**src/rtl/big_fv_bank_req_arbiter_pkg.sv**
```systemverilog
// Shared definitions for the big feature-value bank request arbiter.
// Holds the default sizing constants, the arbiter state encoding and a small
// saturating-increment helper.
package big_fv_bank_req_arbiter_pkg;

  localparam int unsigned NumEdgePe   = 4;
  localparam int unsigned MaxNodeId   = 1024;
  localparam int unsigned NodeIdW     = $clog2(MaxNodeId);
  localparam int unsigned FvBandwidth = 128;
  localparam int unsigned WbMaxConsec = 4;

  typedef enum logic [1:0] {
    StIdle,
    StWbBusy,
    StRdBusy
  } arb_state_e;

  // Increment that sticks at max instead of wrapping.
  function automatic int unsigned sat_inc(int unsigned val, int unsigned max);
    return (val >= max) ? max : val + 1;
  endfunction

endpackage

```
**src/rtl/big_fv_bank_req_arbiter_rr_arbiter.sv**
```systemverilog
// Combinational round-robin picker.
// Ports:
//   i_req   - request vector
//   i_ptr   - highest-priority index this cycle
//   o_gnt   - one-hot grant (first set request at index >= i_ptr, wrapping)
//   o_idx   - encoded index of the grant
//   o_valid - some request was found
module big_fv_bank_req_arbiter_rr_arbiter #(
  parameter int unsigned NUM_REQ = 4
) (
  input  logic [NUM_REQ-1:0]         i_req,
  input  logic [$clog2(NUM_REQ)-1:0] i_ptr,
  output logic [NUM_REQ-1:0]         o_gnt,
  output logic [$clog2(NUM_REQ)-1:0] o_idx,
  output logic                       o_valid
);

  localparam int unsigned IDX_W = $clog2(NUM_REQ);

  logic [IDX_W-1:0] w_cand;

  // NUM_REQ is a power of two, so the index sum wraps naturally.
  always_comb begin
    o_gnt   = '0;
    o_idx   = '0;
    o_valid = 1'b0;
    w_cand  = '0;
    for (int unsigned i = 0; i < NUM_REQ; i++) begin
      w_cand = i_ptr + IDX_W'(i);
      if (!o_valid && i_req[w_cand]) begin
        o_valid       = 1'b1;
        o_idx         = w_cand;
        o_gnt[w_cand] = 1'b1;
      end
    end
  end

endmodule

```
**src/rtl/big_fv_bank_req_arbiter.sv**
```systemverilog
// Arbitrates the single request port of the big feature-value SRAM bank
// between NUM_PE Edge-PE readers and one write-back stream.
// Ports:
//   i_clk, i_reset       - clock, synchronous active-high reset
//   i_arb_en             - new grants allowed (update phase only)
//   i_rd_req_*           - per-PE read request / node id (PE0 in LSBs)
//   o_rd_req_ready       - one-hot read grant pulse
//   i_wb_*, o_wb_ready   - write-back beat stream and its acceptance
//   i_bank_rd_eos        - bank finished the current read stream
//   o_out_*              - registered bank request packet
//   o_busy               - a bank transaction is in flight
//   o_err_wb_gap         - sticky: write-back stream stalled mid-transaction
module big_fv_bank_req_arbiter
  import big_fv_bank_req_arbiter_pkg::*;
#(
  parameter int unsigned NUM_PE        = NumEdgePe,
  parameter int unsigned NODE_ID_W     = NodeIdW,
  parameter int unsigned FV_W          = FvBandwidth,
  parameter int unsigned WB_MAX_CONSEC = WbMaxConsec
) (
  input  logic                        i_clk,
  input  logic                        i_reset,
  input  logic                        i_arb_en,
  input  logic [NUM_PE-1:0]           i_rd_req_valid,
  input  logic [NUM_PE*NODE_ID_W-1:0] i_rd_req_node_id,
  output logic [NUM_PE-1:0]           o_rd_req_ready,
  input  logic                        i_wb_valid,
  input  logic [NODE_ID_W-1:0]        i_wb_node_id,
  input  logic [FV_W-1:0]             i_wb_data,
  input  logic                        i_wb_eos,
  output logic                        o_wb_ready,
  input  logic                        i_bank_rd_eos,
  output logic                        o_out_valid,
  output logic                        o_out_rd_wr,
  output logic [NODE_ID_W-1:0]        o_out_node_id,
  output logic [$clog2(NUM_PE)-1:0]   o_out_pe_tag,
  output logic [FV_W-1:0]             o_out_data,
  output logic                        o_out_wr_eos,
  output logic                        o_busy,
  output logic                        o_err_wb_gap
);

  localparam int unsigned TAG_W    = $clog2(NUM_PE);
  localparam int unsigned CONSEC_W = $clog2(WB_MAX_CONSEC + 1);

  arb_state_e           r_state;
  logic [TAG_W-1:0]     r_rr_ptr;
  logic [CONSEC_W-1:0]  r_wb_consec;
  logic                 r_out_valid;
  logic                 r_out_rd_wr;
  logic [NODE_ID_W-1:0] r_out_node_id;
  logic [TAG_W-1:0]     r_out_pe_tag;
  logic [FV_W-1:0]      r_out_data;
  logic                 r_out_wr_eos;
  logic                 r_err_wb_gap;

  logic [NUM_PE-1:0]    w_rr_gnt;
  logic [TAG_W-1:0]     w_rr_idx;
  logic                 w_any_rd;
  logic                 w_wb_win;
  logic                 w_idle_arb;
  logic                 w_grant_wb;
  logic                 w_grant_rd;
  logic [CONSEC_W-1:0]  w_consec_inc;
  logic [NODE_ID_W-1:0] w_rd_node;

  big_fv_bank_req_arbiter_rr_arbiter #(
    .NUM_REQ (NUM_PE)
  ) u_rr_arbiter (
    .i_req   (i_rd_req_valid),
    .i_ptr   (r_rr_ptr),
    .o_gnt   (w_rr_gnt),
    .o_idx   (w_rr_idx),
    .o_valid (w_any_rd)
  );

  // Writes win unless a reader has already been starved by WB_MAX_CONSEC writes.
  assign w_wb_win     = i_wb_valid &&
                        !(w_any_rd && (r_wb_consec == CONSEC_W'(WB_MAX_CONSEC)));
  assign w_idle_arb   = !i_reset && (r_state == StIdle) && i_arb_en;
  assign w_grant_wb   = w_idle_arb && w_wb_win;
  assign w_grant_rd   = w_idle_arb && w_any_rd && !w_wb_win;
  assign w_consec_inc = CONSEC_W'(sat_inc(32'(r_wb_consec), WB_MAX_CONSEC));
  assign w_rd_node    = i_rd_req_node_id[w_rr_idx*NODE_ID_W +: NODE_ID_W];

  assign o_wb_ready     = w_grant_wb || (!i_reset && (r_state == StWbBusy));
  assign o_rd_req_ready = w_grant_rd ? w_rr_gnt : '0;

  always_ff @(posedge i_clk) begin
    if (i_reset) begin
      r_state       <= StIdle;
      r_rr_ptr      <= '0;
      r_wb_consec   <= '0;
      r_out_valid   <= 1'b0;
      r_out_rd_wr   <= 1'b0;
      r_out_node_id <= '0;
      r_out_pe_tag  <= '0;
      r_out_data    <= '0;
      r_out_wr_eos  <= 1'b0;
      r_err_wb_gap  <= 1'b0;
    end else begin
      r_out_wr_eos <= 1'b0;
      unique case (r_state)
        StIdle: begin
          r_out_valid <= 1'b0;
          if (w_grant_wb) begin
            r_out_valid   <= 1'b1;
            r_out_rd_wr   <= 1'b1;
            r_out_node_id <= i_wb_node_id;
            r_out_data    <= i_wb_data;
            r_out_wr_eos  <= i_wb_eos;
            r_wb_consec   <= w_any_rd ? w_consec_inc : '0;
            if (!i_wb_eos) r_state <= StWbBusy;
          end else if (w_grant_rd) begin
            r_out_valid   <= 1'b1;
            r_out_rd_wr   <= 1'b0;
            r_out_node_id <= w_rd_node;
            r_out_pe_tag  <= w_rr_idx;
            r_rr_ptr      <= w_rr_idx + TAG_W'(1);
            r_wb_consec   <= '0;
            r_state       <= StRdBusy;
          end
        end
        StWbBusy: begin
          r_out_valid <= i_wb_valid;
          if (i_wb_valid) begin
            r_out_rd_wr   <= 1'b1;
            r_out_node_id <= i_wb_node_id;
            r_out_data    <= i_wb_data;
            r_out_wr_eos  <= i_wb_eos;
            if (i_wb_eos) r_state <= StIdle;
          end else begin
            // Bank writes every cycle; a bubble here loses data.
            r_err_wb_gap <= 1'b1;
          end
        end
        StRdBusy: begin
          r_out_valid <= 1'b0;
          if (i_bank_rd_eos) r_state <= StIdle;
        end
        default: r_state <= StIdle;
      endcase
    end
  end

  assign o_out_valid   = r_out_valid;
  assign o_out_rd_wr   = r_out_rd_wr;
  assign o_out_node_id = r_out_node_id;
  assign o_out_pe_tag  = r_out_pe_tag;
  assign o_out_data    = r_out_data;
  assign o_out_wr_eos  = r_out_wr_eos;
  assign o_busy        = (r_state != StIdle);
  assign o_err_wb_gap  = r_err_wb_gap;

endmodule

```
**config.mk**
```make
export PLATFORM = sky130hd
export DESIGN_NAME = big_fv_bank_req_arbiter
export DESIGN_NICKNAME = d
export VERILOG_FILES = /design/src/rtl/big_fv_bank_req_arbiter_pkg.sv /design/src/rtl/big_fv_bank_req_arbiter_rr_arbiter.sv /design/src/rtl/big_fv_bank_req_arbiter.sv
export SDC_FILE = /design/constraint.sdc
export NUM_CORES = 1
export LEC_CHECK = 0
export CORE_MARGIN = 3
export CORE_UTILIZATION = 41
export DETAILED_ROUTE_END_ITERATION = 8
export PLACE_DENSITY = 0.82
export SLEW_MARGIN = 10
export SYNTH_ARGS = -nofsm -noshare
export SYNTH_HDL_FRONTEND = slang
export SYNTH_SLANG_ARGS = --single-unit
```
**constraint.sdc**
```tcl
create_clock -name i_clk -period 3.9 [get_ports i_clk]
set_input_delay 0.585 -clock i_clk [delete_from_list [all_inputs] [get_ports i_clk]]
set_output_delay 0.585 -clock i_clk [all_outputs]
set_load 0.02 [all_outputs]
```
==> flow_metrics.py <==
metrics = {
    "floorplan": {
        "die_h_um": 134,
        "fp.coreArea_um2": 16000,
        "rows": 46,
        "ioPinCount": 338,
        "initial_core_util": 0.422,
        "dieArea_um2": 18000,
        "die_w_um": 134,
    },
    "finish": {
        "fillerInstances": 1331,
        "drive_gt1_frac": 0.0638,
        "most-common-layout-cells": "336 x clkdlybuf4s50_1, 267 x nand2_1, 150 x dfxtp_1",
        "final_common_cell": "clkdlybuf4s50_1",
        "areaGrowthSynthToFinish_pct": 60.9,
        "layout.nets": 1365,
        "design_area_um2": 10900,
        "insertedDiodeCount": 0,
        "utilization": 0.679,
    },
    "clocking": {
        "clock-sinks": 151,
        "cts_tree": "yes",
        "cts_resized": 1,
        "clk_latency_ns": 0.42,
        "root_buffer": "clkbuf_16",
        "cts_buffers": 17,
        "clockBufferDepth": 2,
        "ctsHtreeMaxLevel": 4,
        "cts_hold_buffers": 0,
        "clk_pin_slew_ns": 0.06,
        "postCtsSetupBuffers": 0,
    },
    "drt": {
        "antenna_left": 0,
        "num_vias": 7198,
        "drtPass1Iterations": 5,
        "drc_errors": 0,
        "routedWlPerCell_um": 17.6,
        "first_iter_violations": 434,
        "drt_wl_total_mm": 24.5,
        "detail_route.vias_per_cell": 5.17,
    },
    "power": {
        "power.density_nw_per_um2": 438,
        "ir_drop_mv": 0.301,
        "leakage_uw": 0.00386,
    },
    "critical_path": {
        "endpoint_kind": "output pin",
        "cp.arrival_ns": 3.02,
        "required_ns": 3.31,
        "critPathKind": "reg -> out",
        "cp_slowest_cell": "clkdlybuf4s50_1",
        "crit_fanout": 10,
        "slowest_delay_ns": 0.62,
        "path_cells": "inv_1 -> ha_2 -> mux4_2 -> nor2b_4 -> a22oi_1 -> nor2_1 -> a221oi_1 -> nor2_1 -> clkdlybuf4s50_1",
        "critPathLaunchType": "flop",
        "cpMostUsedCell": "nor2_1",
    },
    "placement": {
        "gp_congestion": 0.938,
        "place_hpwl_mm": 17.3,
        "place_area_um2": 10200,
        "port_buffers": 337,
    },
    "sta": {
        "maxSlewViolCount": 0,
        "fin_skew_ns": 0.0103,
        "setup_viol": 0,
        "tns_ns": 0,
        "tightest_slew_ns": 0.949,
        "hold_viol_final": 0,
        "timing.slew.headroom": 0.367,
        "rsz0062_at_grt": "no",
        "period_needed_ns": 3.60,
        "fin_crit_sh": 0.923,
        "fmax_mhz": 278,
    },
    "logic_synthesis": {
        "ys_types": 48,
        "async_flop_share": 0,
        "synth_top_area_frac": 0.448,
        "synth-edff-count": 0,
        "yosysWarnings": 0,
        "synth_seq_cells": 151,
        "ys.flop_type": "dfxtp_1",
        "syn_avg_cell_area_um2": 7.85,
        "synth_cells": 860,
        "synthTopCellsByArea": "dfxtp_1 45%, nand2_1 15%, a21oi_1 11%",
        "syn_nets": 1062,
        "ys_seq_area_frac": 0.448,
        "yosysTopAreaCell": "dfxtp_1",
        "syn_area_um2": 6750,
    },
    "run_status": {
        "status": "finished, final reports clean",
    },
    "min_path": {
        "hp-class": "reg -> reg",
    },
    "global_route": {
        "grt.total_usage": 0.260,
        "antenna_found_initial": 0,
        "grt-ovfl-total": 0,
        "grt_pass1_wl_mm": 37.1,
        "grt_max_degree": 92,
        "first_global_vias": 6821,
    },
    "job": {
        "drv_cap": 0,
    },
}
-- layout make-up --
type	instances	area, µm²	area share
repair buffers	352	3500	0.322
multi-input cells	619	3350	0.309
flip-flops and latches	151	3020	0.278
clock buffers	20	447	0.0411
well taps	216	270	0.0249
clock inverters	12	190	0.0175
inverters	22	82.6	0.00760
-- logic make-up after synthesis --
| family | count (synthesis) | share of synthesized area |
|---|---|---|
| buf+inv | 90 | 0.0599 |
| mux | 19 | 0.0356 |
| fa+ha+maj | 14 | 0.0260 |
| simple gates | 361 | 0.227 |
| xor+xnor | 1 | 0.00130 |
| compound gates | 224 | 0.202 |
| flops | 151 | 0.448 |
-- cell usage after synthesis (2+ instances only) --
| library cell | instances |
|---|---|
| o311ai_2 | 7 |
| dfxtp_1 | 151 |
| clkbuf_1 | 45 |
| and3b_1 | 3 |
| nor2b_1 | 2 |
| o21ai_0 | 17 |
| buf_6 | 4 |
| a32oi_1 | 2 |
| o311ai_1 | 3 |
| o21a_1 | 2 |
| nand2_1 | 267 |
| inv_1 | 22 |
| o22ai_1 | 4 |
| or2_1 | 2 |
| a221oi_1 | 5 |
| a22oi_1 | 14 |
| mux2i_1 | 15 |
| or2_2 | 10 |
| nor2_1 | 34 |
| or3_1 | 22 |
| a32o_1 | 9 |
| o31ai_1 | 2 |
| or4_1 | 11 |
| ha_1 | 14 |
| nor4_1 | 3 |
| a21oi_1 | 148 |
| nor3_1 | 2 |
| mux4_2 | 3 |
| o21ai_1 | 2 |
| a21o_1 | 2 |
| buf_1 | 2 |
| buf_2 | 15 |
-- critical path: cells and delay by family (launching register included) --
kind	cells	cell delay (ns)
buffers and inverters	2	0.76
muxes	1	0.41
DFF	1	0.42
and+or+nand+nor	3	0.40
AOI/OAI and AO/OA	2	0.14
adders and majority gates	1	0.46
-- stage by stage --
step           cells  setup WS, ns  hold slack [ns]  total power [µW]
6_report        1392         0.299            0.452              4750
5_1_grt         1392        0.0871            0.469              4950
4_1_cts         1392         0.106            0.454              4780
3_5_place_dp    1360         0.326            0.446              2980
3_3_place_gp    1360         0.363            0.440              2960
2_1_floorplan    860         0.583            0.465              2420
-- sequential cells by signal, summed over array words and instances, names as in the netlist --
name and flops:
r_state 2, o_out_valid 1, r_wb_consec 3, o_out_pe_tag 2, o_out_rd_wr 1, r_rr_ptr 2, o_out_wr_eos 1, o_out_data 128
o_out_node_id 10, o_err_wb_gap 1
-- power by group --
group / leakage, µW / internal, µW / switching, µW
Combinational: 0.00233 / 591 / 640
Sequential: 0.00123 / 1660 / 72.0
Clock: 0.000304 / 1100 / 691
Total: 0.00386 / 3350 / 1400
-- path summary, 6_finish.rpt --
path,cells after the start,slack (ns),start,end
worst max-delay path,9,0.30,r_rr_ptr[1]$_SDFFE_PP0P_,o_rd_req_ready[1]
worst min-delay path,2,0.45,o_out_data[121]$_SDFFE_PP0P_,o_out_data[121]$_SDFFE_PP0P_
worst max register to register,8,0.76,r_rr_ptr[1]$_SDFFE_PP0P_,o_out_node_id[4]$_SDFFE_PP0P_
worst min register to register,2,0.45,o_out_data[121]$_SDFFE_PP0P_,o_out_data[121]$_SDFFE_PP0P_
-- layer usage --
| layer | GRT usage | up-vias | share of wire |
|---|---|---|---|
| met5 | 0 | - | 0 |
| met4 | 0.114 | 0 | 0.035 |
| met3 | 0.0930 | 58 | 0.091 |
| met2 | 0.447 | 314 | 0.49 |
| met1 | 0.290 | 3309 | 0.38 |
| li1 | - | 3517 | - |
Note: power is estimated with default switching activity, not from simulation.
